===== src/rtl/axis_step_shaper.sv =====
// Shapes step requests into timed step/dir pulses for a stepper driver. It enforces
// direction setup time and min/max pulse widths, and tracks a signed position within limits.
module axis_step_shaper #(
  parameter int DIR_SETUP_CYC  = 200,
  parameter int PULSE_HIGH_CYC = 80,
  parameter int PULSE_LOW_CYC  = 80,
  parameter int POS_W          = 16,
  parameter int POS_MIN        = -1000,
  parameter int POS_MAX        = 1000
) (
  input  logic                    clk,
  input  logic                    rst,
  input  logic                    step_req,
  input  logic                    dir_req,
  input  logic                    enable,
  input  logic                    endstop,
  input  logic                    zero_pos,
  output logic                    step_ready,
  output logic                    dir_out,
  output logic                    step_out,
  output logic signed [POS_W-1:0] position,
  output logic                    busy,
  output logic                    req_dropped
);

  // state      | meaning
  // IDLE       | waiting for a request, step_ready may be high
  // DIR_SETUP  | dir_out changed, holding it before the step edge
  // PULSE_HIGH | step_out high
  // PULSE_LOW  | step_out low, enforcing minimum low time
  typedef enum logic [1:0] {IDLE, DIR_SETUP, PULSE_HIGH, PULSE_LOW} state_t;

  localparam int MAX_HL  = (PULSE_HIGH_CYC > PULSE_LOW_CYC) ? PULSE_HIGH_CYC : PULSE_LOW_CYC;
  localparam int MAX_CYC = (DIR_SETUP_CYC > MAX_HL) ? DIR_SETUP_CYC : MAX_HL;
  localparam int CNT_W   = $clog2(MAX_CYC + 1);

  localparam logic [CNT_W-1:0] L_DS = CNT_W'(DIR_SETUP_CYC - 1);
  localparam logic [CNT_W-1:0] L_PH = CNT_W'(PULSE_HIGH_CYC - 1);
  localparam logic [CNT_W-1:0] L_PL = CNT_W'(PULSE_LOW_CYC - 1);
  localparam logic [CNT_W-1:0] L_C1 = CNT_W'(1);

  localparam logic signed [POS_W-1:0] L_MIN = POS_W'(POS_MIN);
  localparam logic signed [POS_W-1:0] L_MAX = POS_W'(POS_MAX);
  localparam logic signed [POS_W-1:0] L_P1  = POS_W'(1);

  state_t                    r_state, w_state_nxt;
  logic [CNT_W-1:0]          r_cnt, w_cnt_nxt;
  logic                      r_dir, w_dir_nxt;
  logic signed [POS_W-1:0]   r_pos, w_pos_step;
  logic                      r_drop;
  logic                      w_blocked, w_accept, w_reject, w_step_rise;

  assign step_ready = (r_state == IDLE) && enable && !rst;
  assign w_blocked  = (!dir_req && (endstop || (r_pos == L_MIN))) ||
                      ( dir_req && (r_pos == L_MAX));
  assign w_accept   = step_req && step_ready && !w_blocked;
  assign w_reject   = step_req && !w_accept;

  always_comb begin
    w_state_nxt = r_state;
    w_cnt_nxt   = r_cnt;
    w_dir_nxt   = r_dir;
    w_step_rise = 1'b0;
    case (r_state)
      IDLE: begin
        if (w_accept) begin
          w_dir_nxt = dir_req;
          if (dir_req != r_dir) begin
            w_state_nxt = DIR_SETUP;
            w_cnt_nxt   = L_DS;
          end else begin
            w_state_nxt = PULSE_HIGH;
            w_cnt_nxt   = L_PH;
            w_step_rise = 1'b1;
          end
        end
      end
      DIR_SETUP: begin
        if (r_cnt == '0) begin
          w_state_nxt = PULSE_HIGH;
          w_cnt_nxt   = L_PH;
          w_step_rise = 1'b1;
        end else begin
          w_cnt_nxt = r_cnt - L_C1;
        end
      end
      PULSE_HIGH: begin
        if (r_cnt == '0) begin
          w_state_nxt = PULSE_LOW;
          w_cnt_nxt   = L_PL;
        end else begin
          w_cnt_nxt = r_cnt - L_C1;
        end
      end
      PULSE_LOW: begin
        if (r_cnt == '0) w_state_nxt = IDLE;
        else             w_cnt_nxt   = r_cnt - L_C1;
      end
      default: w_state_nxt = IDLE;
    endcase
  end

  // Position moves in the direction that will be on dir_out when the step edge appears.
  assign w_pos_step = w_dir_nxt ? (r_pos + L_P1) : (r_pos - L_P1);

  always_ff @(posedge clk) begin
    if (rst) begin
      r_state <= IDLE;
      r_cnt   <= '0;
      r_dir   <= 1'b0;
      r_pos   <= '0;
      r_drop  <= 1'b0;
    end else begin
      r_state <= w_state_nxt;
      r_cnt   <= w_cnt_nxt;
      r_dir   <= w_dir_nxt;
      r_drop  <= w_reject;
      if (zero_pos)         r_pos <= '0;
      else if (w_step_rise) r_pos <= w_pos_step;
    end
  end

  assign dir_out     = r_dir;
  assign step_out    = (r_state == PULSE_HIGH);
  assign position    = r_pos;
  assign busy        = (r_state != IDLE);
  assign req_dropped = r_drop;

endmodule

===== config.mk =====
export PLATFORM = sky130hd
export DESIGN_NAME = axis_step_shaper
export DESIGN_NICKNAME = d
export VERILOG_FILES = /design/src/rtl/axis_step_shaper.sv
export SDC_FILE = /design/constraint.sdc
export NUM_CORES = 1
export LEC_CHECK = 0
export BUFFER_PORTS_ARGS = -buffer_cell sky130_fd_sc_hd__buf_2
export CAP_MARGIN = 10
export CORE_AREA = 2 2 78 61
export DETAILED_ROUTE_END_ITERATION = 8
export DIE_AREA = 0 0 80 63
export PLACE_DENSITY = 0.78
export SYNTH_ARGS = -nofsm -noshare
export SYNTH_HDL_FRONTEND = slang
export SYNTH_SLANG_ARGS = --single-unit

===== constraint.sdc =====
create_clock -name clk -period 5.6 [get_ports clk]
set_clock_uncertainty 0.2 [all_clocks]
set_input_delay 1.68 -clock clk [delete_from_list [all_inputs] [get_ports clk]]
set_output_delay 1.68 -clock clk [all_outputs]
set_load 0.005 [all_outputs]

* Word-level counts from Yosys, hierarchy flattened
Index checks and enable logic that the tools add are counted.
Word-level totals: register bits after elaboration 28, memories kept 0, logic and storage cells 57, memory bits (writable) 0, ROM bits 0, bits in latches 0, input port bits 7
Cells by class: equal/unequal tests 11, add/sub/neg operators 3, reduce and logical (&&, ||, !) cells 20, bitwise gates (word level) 0, mux-type cells 18, shift-type cells 0, $mul 0, divide/modulo/power cells 0, $lt $le $gt $ge 0
Operator list (number):
- $eq A16 B11 Y1 const B | 2
- $mux W8 | 4
- $pmux W8 S3 | 1
- $add A16 B2 Y16 const B | 1
- $mux W16 | 1
- $sub A16 B2 Y16 const B | 1
- $mux W2 | 5
- $logic_not A8 Y1 | 1
- $ne A2 B2 Y1 const B | 4
- $pmux W2 S4 | 1
- $sub A8 B1 Y8 const B | 1
- $logic_and A1 B1 Y1 | 7
- $mux W1 | 5
- $eq A2 B2 Y1 const B | 2
- $logic_not A1 Y1 | 4
- $reduce_and A4 Y1 | 1
- $reduce_or A2 Y1 | 2
- $eq A2 B1 Y1 const B | 1
- $logic_not A2 Y1 | 1
- $logic_or A1 B1 Y1 | 2
- $ne A2 B1 Y1 const B | 1
- $pmux W1 S2 | 1
- $reduce_and A2 Y1 | 1
- $reduce_bool A2 Y1 | 1
- $ne A1 B1 Y1 | 1

* Longest topological paths before layout
Gate-level depths: netlist of run 1.
depth in word-level cells 9, gate-level depth with buffers 15, gate-level depth less buffers 14

* Worst setup path after synthesis of run 1
OpenSTA, ideal clock, no wires.
path kind input to register, start input enable, end register r_pos[15] (netlist: position[15]), data required time 5.342 ns, arrival 4.569 ns, library setup time 0.058 ns, path buffers 0, stages 12, slack 0.773 ns, cell sequence nand2_1 nor3b_2 o221ai_2 a21oi_1 ha_1 a21oi_1 o211ai_1 a31oi_1 a31oi_1 xor2_1 a211o_1 nand2_1
Between the ends: word-level cells in the longest chain between the ends 7, elaborated cells on any way between the ends 9, classes of those cells 5 x mux; 4 x reduce/logical
Ends and longest elaborated chain:
- start, declared | RTL line 15 | input logic enable,
- $logic_and A1 B1 Y1 (*) (2 in a row) | RTL line 53 | assign step_ready = (r_state == IDLE) && enable && !rst;
- $logic_and A1 B1 Y1 (*) (2 in a row) | RTL line 56 | assign w_accept = step_req && step_ready && !w_blocked;
- $mux W1 | RTL line 66 | if (w_accept) begin
- $mux W1 | RTL line 64 | case (r_state)
- $mux W16 | RTL line 104 | assign w_pos_step = w_dir_nxt ? (r_pos + L_P1) : (r_pos - L_P1);
- end signal, assigned | RTL line 119 | else if (w_step_rise) r_pos <= w_pos_step;
- end, declared | RTL line 49 | logic signed [POS_W-1:0] r_pos, w_pos_step;
Every way passes the cells marked *; elsewhere a longest branch is shown, timed or not. A chain may end at the register's enable or synchronous reset.

* Worst setup path after layout of run 1
start input rst, end register r_pos[10] (netlist: position[10])
Between the ends: word-level cells in the longest chain between the ends 7, elaborated cells on any way between the ends 10, classes of those cells 5 x mux; 5 x reduce/logical
Ends and longest elaborated chain:
- start, declared | RTL line 12 | input logic rst,
- $logic_not A1 Y1 | RTL line 53
- $logic_and A1 B1 Y1 | RTL line 53
- $logic_and A1 B1 Y1 (2 in a row) | RTL line 56
- $mux W1 | RTL line 66
- $mux W1 | RTL line 64
- $mux W16 | RTL line 104
Parallel ways exist; a longest one is shown, timed or not.

==> results.md, run 1 <==
- Syn-to-layout area delta: 11.8%
- CTS buffer count: 3
- WS Path Type: input pin to register
- RSZ-0062 raised after global routing: false
- Total global routing overflow: 0
- Fraction of registers with async set/reset: 0%
- Max-cap check violation count: 0
- NumNets Final: 320
- Ys flop type: dfxtp_1
- Largest stage delay on the critical path: 0.33 ns
- WP data required: 5.56 ns
- Worst Hold Class: register to register
- Crit-path max FO: 17
- Largest net degree at the start of global routing: 18
- Total GRT Usage: 20.7%
- Setup TNS: 0 ns
- Final worst-path cycle share: 79.3%
- Via-to-Cell Ratio: 5.78
- Slew Viols, Final: 0
- PwrDens: 449 nW/um2
- Most frequent cells in the layout: 39 x nand2_1, 34 x a21oi_1, 28 x dfxtp_1
- Chip height: 63 um
- Vias in the first global route: 1,777
- DRT antenna net count: 0
- Clock Path Buffers: 2
- Reg2Reg Launch Point: position[0]
- Post CTS Setup Buffer Count: 0
- Setup violations, final: 0
- Synth Register Bits: 28
- Final cell count without fillers: 348
- Remaining DRCs: 0
- Tmin final: 4.44 ns
- Yosys warns: 0
- Worst Setup SP: rst
- Yosys cell types: 51
- VDD IR max: 0.000182 V
- Worst-path clk slew: 0.10 ns
- Pre-antenna DRT Iters: 4
- Syn_nets: 293
- Worst-Skew Late Latency: 0.28 ns
- Fmax: 225 MHz
- CTS tree: built
- CTS Sinks: 28
- Initial core utilization: 48.0%
- Full die area: 5040 um2
- DP Area: 2260 um2
- Slowest CP cell: ha_1
- Dpl cells: 344
- GP Congestion: 0.960
- Flop2flop setup slack: 1.77 ns
- R2R depth: 13
- CTS root buf: clkbuf_8
- Syn_area_per_cell: 7.80 um2
- Status: finished, final reports clean
- Layout cell share with drive strength beyond 1: 14.4%
- Arr. time, crit path: 4.39 ns
- Port bufs: 27
- Cell area after layout: 2310 um2
- Area occupied by registers: 561 um2
- H-tree depth: 1
- Initial DRC count: 146
- Critical R2R Capture: position[10]
- Die X-Extent: 80 um
- Core area: 4310 um2
- Post-synth EDFFs: 0
- First-pass GRT wire length: 8450 um
- Io pins: 28
- Leakage: 1.01 nW
- Hpwl dp: 3730 um
- Cells along the critical path: buf_2, nor3b_2, o221ai_2, a21oi_1, buf_4, ha_1, a21oi_1, o21ai_0, a21oi_1, o21ai_0, a31o_2, nand3_1, a21oi_1
- # fillers: 428
- Vias: 2,013
- Multi-input logic area: 1430 um2
- Initial antenna violation count: 0
- CTS resizes: 0
- Mapped Area: 2070 um2
- Avg WL per Cell: 14.2 um
- Final Hold Fails: 0
- Crit. End Element: register
- Post-synthesis sequential area ratio: 27.1%
- Commonest non-fill, non-tap cell in the layout: nand2_1
- Number of cell rows: 21
- Worst setup SP type: input pin
- Drt total wl: 4930 um
- Cells after synthesis: 265
- Ant. Diodes: 0
- Hold buffers post-CTS: 0
- CP dominant cell by count: a21oi_1
- Max-slew headroom: 45.1%
- Worst slew pin tran: 0.819 ns
- Setup crit end: position[10]
worst min-delay path by stage:
stage	slack (ns)	start	to	depth (start not counted)
floorplan	0.24	r_cnt[6]	r_cnt[6]	2
global placement	0.26	r_cnt[6]	r_cnt[6]	2
detailed placement	0.27	r_cnt[6]	r_cnt[6]	2
CTS	0.28	r_cnt[6]	r_cnt[6]	2
global route	0.31	r_cnt[7]	r_cnt[7]	2
finish	0.28	r_cnt[6]	r_cnt[6]	2
layer usage:
layer	wire, um	GRT usage, %
met4	21	2.75
met5	0	0
met2	2160	31.1
met1	2530	31.3
met3	223	3.90
through the flow:
step | power (mW) | setup WS, ns | hold slack (ns) | utilization, %
floorplan | 0.764 | 0.773 | 0.245 | -
global placement | 0.888 | 1.02 | 0.260 | 52.4
detailed placement | 0.901 | 0.930 | 0.270 | 52.4
CTS | 1.03 | 1.22 | 0.281 | 53.6
global route | 1.15 | 0.874 | 0.313 | 53.6
finish | 1.04 | 1.16 | 0.283 | 53.6
power breakdown:
group	switching (mW)	internal, mW	total, mW
sequential	0.0395	0.239	0.279
combinational	0.378	0.251	0.630
clock	0.0658	0.0631	0.129
Yosys cell counts, types with 5 or more instances:
master / count / area share, %
a211oi_1: 6 / 2.2
a21o_1: 5 / 1.8
a21oi_1: 34 / 8.2
dfxtp_1: 28 / 27
ha_1: 20 / 12
inv_1: 11 / 2.0
nand2_1: 39 / 7.1
nand3_1: 8 / 1.9
nor2_1: 18 / 3.3
nor3_1: 10 / 2.4
o21ai_0: 15 / 3.6
o21bai_1: 5 / 1.8
xnor2_1: 6 / 2.5
xor2_1: 7 / 3.0
cell type report:
cell class,instances,area share (%)
Timing Repair Buffer,29,6.50
Inverter,11,1.79
Sequential cell,28,24.3
Multi-Input combinational cell,219,62.0
Tap cell,57,3.09
Clock buffer,4,2.38
worst max-delay path: cells and delay by family:
| family | cells | cell delay, ns |
|---|---|---|
| buffers and inverters | 2 | 0.46 |
| and+or+nand+nor | 2 | 0.36 |
| AOI/OAI and AO/OA | 8 | 1.56 |
| adders and majority gates | 1 | 0.33 |
state kept, by name, indices dropped and copies added, names as in the netlist:
signal and cells:
position 16, r_cnt 8, r_state 2, dir_out 1, req_dropped 1
cells by family after synthesis:
| logic type | after synthesis | share of synthesized area, % |
|---|---|---|
| and+or+nand+nor | 99 | 24.3 |
| buffers and inverters | 18 | 3.57 |
| xor gates and xnor gates | 13 | 5.51 |
| AOI/OAI and AO/OA | 84 | 25.4 |
| muxes | 2 | 1.03 |
| DFF | 28 | 27.1 |
| adders and majority gates | 21 | 13.1 |
Note: power is estimated with default switching activity, not from simulation.
==> run 2, diff against run 1 <==
- PLACE_DENSITY: 0.78 -> 0.81
- clock period: 5.6 -> 3.9 ns (I/O delays scaled with it)
==> results.md, run 2 (same netlist as run 1, synthesis figures left out) <==
- First-pass GRT wire length: 8940 um (was 8450 um)
- Met2 wire len: 2380 um (was 2160 um)
- Critical path buffer and inverter count: 2 (unchanged)
- # fillers: 412 (was 428)
- Most frequent cells in the layout: 39 x nand2_1, 33 x a21oi_1, 28 x dfxtp_1 (was 39 x nand2_1, 34 x a21oi_1, 28 x dfxtp_1)
- Leakage: 1.09 nW (was 1.01 nW)
- PwrDens: 641 nW/um2 (was 449 nW/um2)
- Via-to-Cell Ratio: 5.75 (was 5.78)
- CTS Sinks: 28 (unchanged)
- Pre-antenna DRT Iters: 4 (unchanged)
- Syn-to-layout area delta: 18.1% (was 11.8%)
- Fmax: 269 MHz
- Initial DRC count: 121 (was 146)
- Post-layout util: 56.6% (was 53.6%)
- Avg WL per Cell: 14.6 um (was 14.2 um)
- Drt total wl: 5310 um (was 4930 um)
- CTS root buf: clkbuf_8 (unchanged)
- DRT antenna net count: 0 (unchanged)
- Clock Path Buffers: 2 (unchanged)
- H-tree depth: 1 (unchanged)
- Worst Hold Class: register to register (unchanged)
- Register share of total power: 25.6% (was 26.9%)
- VDD IR max: 0.000270 V (was 0.000182 V)
- GP Congestion: 0.945 (was 0.960)
- Max reg flops: 16 (unchanged)
- Dpl cells: 356 (was 344)
- Initial core utilization: 48.0% (unchanged)
- Clock power frac: 11.8% (was 12.4%)
- Worst-path clk slew: 0.10 ns (about the same)
- Commonest non-fill, non-tap cell in the layout: nand2_1 (unchanged)
- Slowest CP cell: a21oi_4 (was ha_1)
- Remaining DRCs: 0 (unchanged)
- Final worst-path cycle share: 95.2%
- Total GRT Usage: 21.8% (was 20.7%)
- Vias: 2,089 (was 2,013)
- Full die area: 5040 um2 (unchanged)
- Arr. time, crit path: 3.74 ns (was 4.39 ns)
- Hpwl dp: 3900 um (was 3730 um)
- Tmin final: 3.71 ns
- RSZ-0062 raised after global routing: false (unchanged)
- Max-slew headroom: 62.9% (was 45.1%)
- Die X-Extent: 80 um (unchanged)
- Crit-path max FO: 10 (was 17)
- Final Hold Fails: 0 (unchanged)
- Met3 wire length: 248 um (was 223 um)
- Crit. End Element: register (unchanged)
- CTS buffer count: 3 (unchanged)
- Vias in the first global route: 1,866 (was 1,777)
- Chip height: 63 um (unchanged)
- Hold buffers post-CTS: 0 (unchanged)
- Sw Pwr: 0.725 mW (was 0.484 mW)
- Largest net degree at the start of global routing: 20 (was 18)
- Cells along the critical path: buf_2, nand2_1, nor3b_4, o221ai_2, a21oi_4, buf_4, ha_1, a21o_1, a21o_1, a21oi_1, a31oi_1, xor2_1, a211o_1, nand2_1 (was buf_2, nor3b_2, o221ai_2, a21oi_1, buf_4, ha_1, a21oi_1, o21ai_0, a21oi_1, o21ai_0, a31o_2, nand3_1, a21oi_1)
- Ant. Diodes: 0 (unchanged)
- Setup violations, final: 0 (unchanged)
- Core area: 4310 um2 (unchanged)
- WP data required: 3.93 ns (was 5.56 ns)
- Worst setup SP type: input pin (unchanged)
- Combinational Power Share: 62.6% (was 60.7%)
- Switch share: 46.3% (was 46.6%)
- NumNets Final: 335 (was 320)
- Number of cell rows: 21 (unchanged)
- Status: finished, final reports clean (unchanged)
- Initial antenna violation count: 0 (unchanged)
- DR top layer: met4 (unchanged)
- Layout cell share with drive strength beyond 1: 19.0% (was 14.4%)
- Cell internal pwr: 0.841 mW (was 0.554 mW)
- Largest stage delay on the critical path: 0.31 ns (was 0.33 ns)
- Top cell family by delay on the critical path: compound AO/OA/AOI/OAI gates (unchanged)
- Final cell count without fillers: 363 (was 348)
- Worst-Skew Late Latency: 0.28 ns (about the same)
- Slew Viols, Final: 0 (unchanged)
- Io pins: 28 (unchanged)
- Worst slew pin tran: 0.557 ns (was 0.819 ns)
- Routed length on met1: 2660 um (was 2530 um)
- CTS tree: built (unchanged)
- Total global routing overflow: 0 (unchanged)
- Max-cap check violation count: 0 (unchanged)
- Port bufs: 27 (unchanged)
- WS Path Type: input pin to register (unchanged)
run 2: cell types whose count changed in the layout (fill, tap and decap cells not counted), sizes merged:
cell	before	now
buf	29	44
run 2: worst min-delay path, stage by stage (launching register included):
cell and delay (ns):
dfxtp_1 0.32, o21ai_0 0.07, a21oi_1 0.06
run 2: final timing paths:
| path | from | end | slack (ns) | cells past startpoint |
|---|---|---|---|---|
| worst max-delay path | enable | position[15] | 0.19 | 14 |
| worst min-delay path | r_cnt[6] | r_cnt[6] | 0.28 | 2 |
| worst max register to register | r_state[0] | position[15] | 0.35 | 15 |
| worst min register to register | r_cnt[6] | r_cnt[6] | 0.28 | 2 |
run 2: layout make-up:
class	count	area [um2]	area share, %
clock buffers	4	55.1	2.26
inverters	11	41.3	1.69
multi-input cells	219	1450	59.4
flip-flops and latches	28	561	23.0
well taps	57	71.3	2.92
repair buffers	44	263	10.8
run 2: per-layer routing:
layer	GRT usage (%)	up-vias
li1	-	1054
met1	32.0	980
met2	33.9	53
met3	3.90	2
met4	3.18	0
met5	0	-
run 2: power by group through the flow:
stage	sequential [mW]	clock (mW)	combinational (mW)
floorplan	0.393	0	0.706
global placement	0.403	0	0.920
detailed placement	0.406	0	0.950
CTS	0.399	0.187	0.959
global route	0.411	0.198	1.10
finish	0.401	0.185	0.980
run 2: metrics by stage:
stage	total power, mW	worst slack, ns	cell area, um2	TNS (ns)	hold slack [ns]
finish	1.57	0.189	2440	0	0.284
global placement	1.32	-0.0000777	2360	-0.0000777	0.257
CTS	1.55	0.165	2410	0	0.279
detailed placement	1.36	-0.115	2360	-0.643	0.269
floorplan	1.10	0.115	2080	0	0.245
global route	1.71	0.00224	2440	0	0.327
run 2: timing repair:
item	4_1_cts	5_1_grt
gates resized for setup	0	1
endpoints found under the setup margin	0	7
setup buffers	0	3
==> run 3, diff against run 2 <==
- clock period: 3.9 -> 3.4 ns (I/O delays scaled with it)
==> results.md, run 3 (same netlist as run 1, synthesis figures left out) <==
- Via-to-Cell Ratio: 5.76 (was 5.75)
- Crit-path max FO: 6 (was 10)
- Die X-Extent: 80 um (unchanged)
- Fmax: 293 MHz
- First-pass GRT wire length: 9140 um (was 8940 um)
- H-tree depth: 1 (unchanged)
- Max-slew headroom: 55.0% (was 62.9%)
- Avg WL per Cell: 15.1 um (was 14.6 um)
- Max reg flops: 16 (unchanged)
- Largest net degree at the start of global routing: 20 (unchanged)
- Hold buffers post-CTS: 0 (unchanged)
- Worst slew pin tran: 0.675 ns (was 0.557 ns)
- RSZ-0062 raised after global routing: true (was false)
- Area occupied by registers: 562 um2 (was 561 um2)
- PwrDens: 691 nW/um2 (was 641 nW/um2)
- Io pins: 28 (unchanged)
- WP data required: 3.39 ns (was 3.93 ns)
- DP Area: 2650 um2 (was 2360 um2)
- # fillers: 369 (was 412)
- Setup WS post-layout: -0.0124 ns (was 0.189 ns)
- Core area: 4310 um2 (unchanged)
- WS Path Type: input pin to register (unchanged)
- Ant. Diodes: 0 (unchanged)
- Post-layout util: 65.8% (was 56.6%)
- Layout cell share with drive strength beyond 1: 31.7% (was 19.0%)
- Most frequent cells in the layout: 40 x buf_4, 38 x nand2_1, 27 x dfxtp_1 (was 39 x nand2_1, 33 x a21oi_1, 28 x dfxtp_1)
- Total GRT Usage: 22.0% (was 21.8%)
- Crit. End Element: register (unchanged)
- Leakage: 1.25 nW (was 1.09 nW)
- CTS buffer count: 3 (unchanged)
- CTS Sinks: 28 (unchanged)
- Drt total wl: 5860 um (was 5310 um)
- Worst-Skew Late Latency: 0.28 ns (about the same)
- Worst Hold Class: register to register (unchanged)
- Worst setup SP type: input pin (unchanged)
- Commonest non-fill, non-tap cell in the layout: buf_4 (was nand2_1)
- Final worst-path cycle share: 100%
- Remaining DRCs: 0 (unchanged)
- Total global routing overflow: 0 (unchanged)
- Violated checks: setup timing
- DP Worst Slack: -0.279 ns (was -0.115 ns)
- Status: finished, violations left (was finished, final reports clean)
- Clock Path Buffers: 2 (unchanged)
- Slew Viols, Final: 0 (unchanged)
- Multi-input logic area: 1620 um2 (was 1450 um2)
- CTS root buf: clkbuf_8 (unchanged)
- Initial core utilization: 48.0% (unchanged)
- Chip height: 63 um (unchanged)
- Pre-antenna DRT Iters: 5 (was 4)
- Initial antenna violation count: 0 (unchanged)
- Vias in the first global route: 1,953 (was 1,866)
- Initial DRC count: 221 (was 121)
- Vias: 2,234 (was 2,089)
- Syn-to-layout area delta: 37.2% (was 18.1%)
- Worst-path clk slew: 0.09 ns (was 0.10 ns)
- Max-cap check violation count: 0 (unchanged)
- Full die area: 5040 um2 (unchanged)
- Final Hold Fails: 0 (unchanged)
- Total power: 1.96 mW (was 1.57 mW)
- Arr. time, crit path: 3.40 ns (was 3.74 ns)
- Hpwl dp: 4230 um (was 3900 um)
- CTS tree: built (unchanged)
- Setup violations, final: 2 (was 0)
- Port bufs: 27 (unchanged)
- Cell area after layout: 2840 um2 (was 2440 um2)
- Tmin final: 3.41 ns
- GP Congestion: 0.907 (was 0.945)
- Setup TNS: -0.0218 ns (was 0 ns)
- Number of cell rows: 21 (unchanged)
- VDD IR max: 0.000349 V (was 0.000270 V)
- NumNets Final: 361 (was 335)
- DRT antenna net count: 0 (unchanged)
-- run 3: changes by cell type in the layout (fill, tap and decap cells not counted), moves of 2 or more --
cell     previous run  this run
ha_1               20        12
o21ai_0            14        11
a21oi_1            33        26
a21oi_2             0         7
buf_4              17        40
o21ai_1             1         3
ha_4                0         7
-- run 3: repair_timing --
action                                  4_1_cts  5_1_grt
setup buffers                                 0        3
endpoints found under the setup margin        1        9
gates resized for setup                       0       21
pin swaps                                     1       12
cloned                                        0        1
-- run 3: layout make-up --
type                            count  share of cell area [%]
Clock buffer                        3                    1.46
Inverter                           11                    1.46
Multi-Input combinational cell    219                    57.1
Sequential cell                    28                    19.8
Tap cell                           57                    2.51
Timing Repair Buffer               70                    17.7
-- run 3: path summary, 6_finish.rpt --
kind                    start           end  slack, ns  cells after the start
hold reg to reg      r_cnt[7]      r_cnt[7]       0.29                      2
setup reg to reg  position[5]  position[15]       0.03                     13
hold / removal       r_cnt[7]      r_cnt[7]       0.29                      2
setup / recovery          rst  position[13]      -0.01                     13
-- run 3: metrics by stage --
step	hold slack, ns	std cells
detailed placement	0.279	381
CTS	0.289	384
global placement	0.257	381
floorplan	0.245	265
finish	0.289	388
global route	0.313	388
-- run 3: worst max-delay path, cell delays in order --
cell and delay, ns:
buf_2 0.12, nor3b_4 0.23, o221ai_2 0.16, a21oi_4 0.23
buf_12 0.17, ha_4 0.22, a21oi_2 0.15, o211ai_1 0.18
a31oi_2 0.30, nand2_1 0.12, a31oi_1 0.22, xor2_1 0.09
a211oi_1 0.19
-- run 3: report_power, final --
part | switching (mW) | internal, mW | leakage, nW | total [mW]
clock | 0.0974 | 0.0796 | 0.0216 | 0.177
combinational | 0.730 | 0.594 | 0.999 | 1.32
sequential | 0.0636 | 0.394 | 0.228 | 0.458
-- run 3: routing by layer --
metal,vias to the layer above,GRT usage [%],share of wire (%),wire (um)
met1,1026,31.8,47,2750
met3,4,3.90,5.5,324
met5,-,0,0,0
li1,1117,-,-,-
met2,87,34.7,47,2740
met4,0,3.60,0.61,36
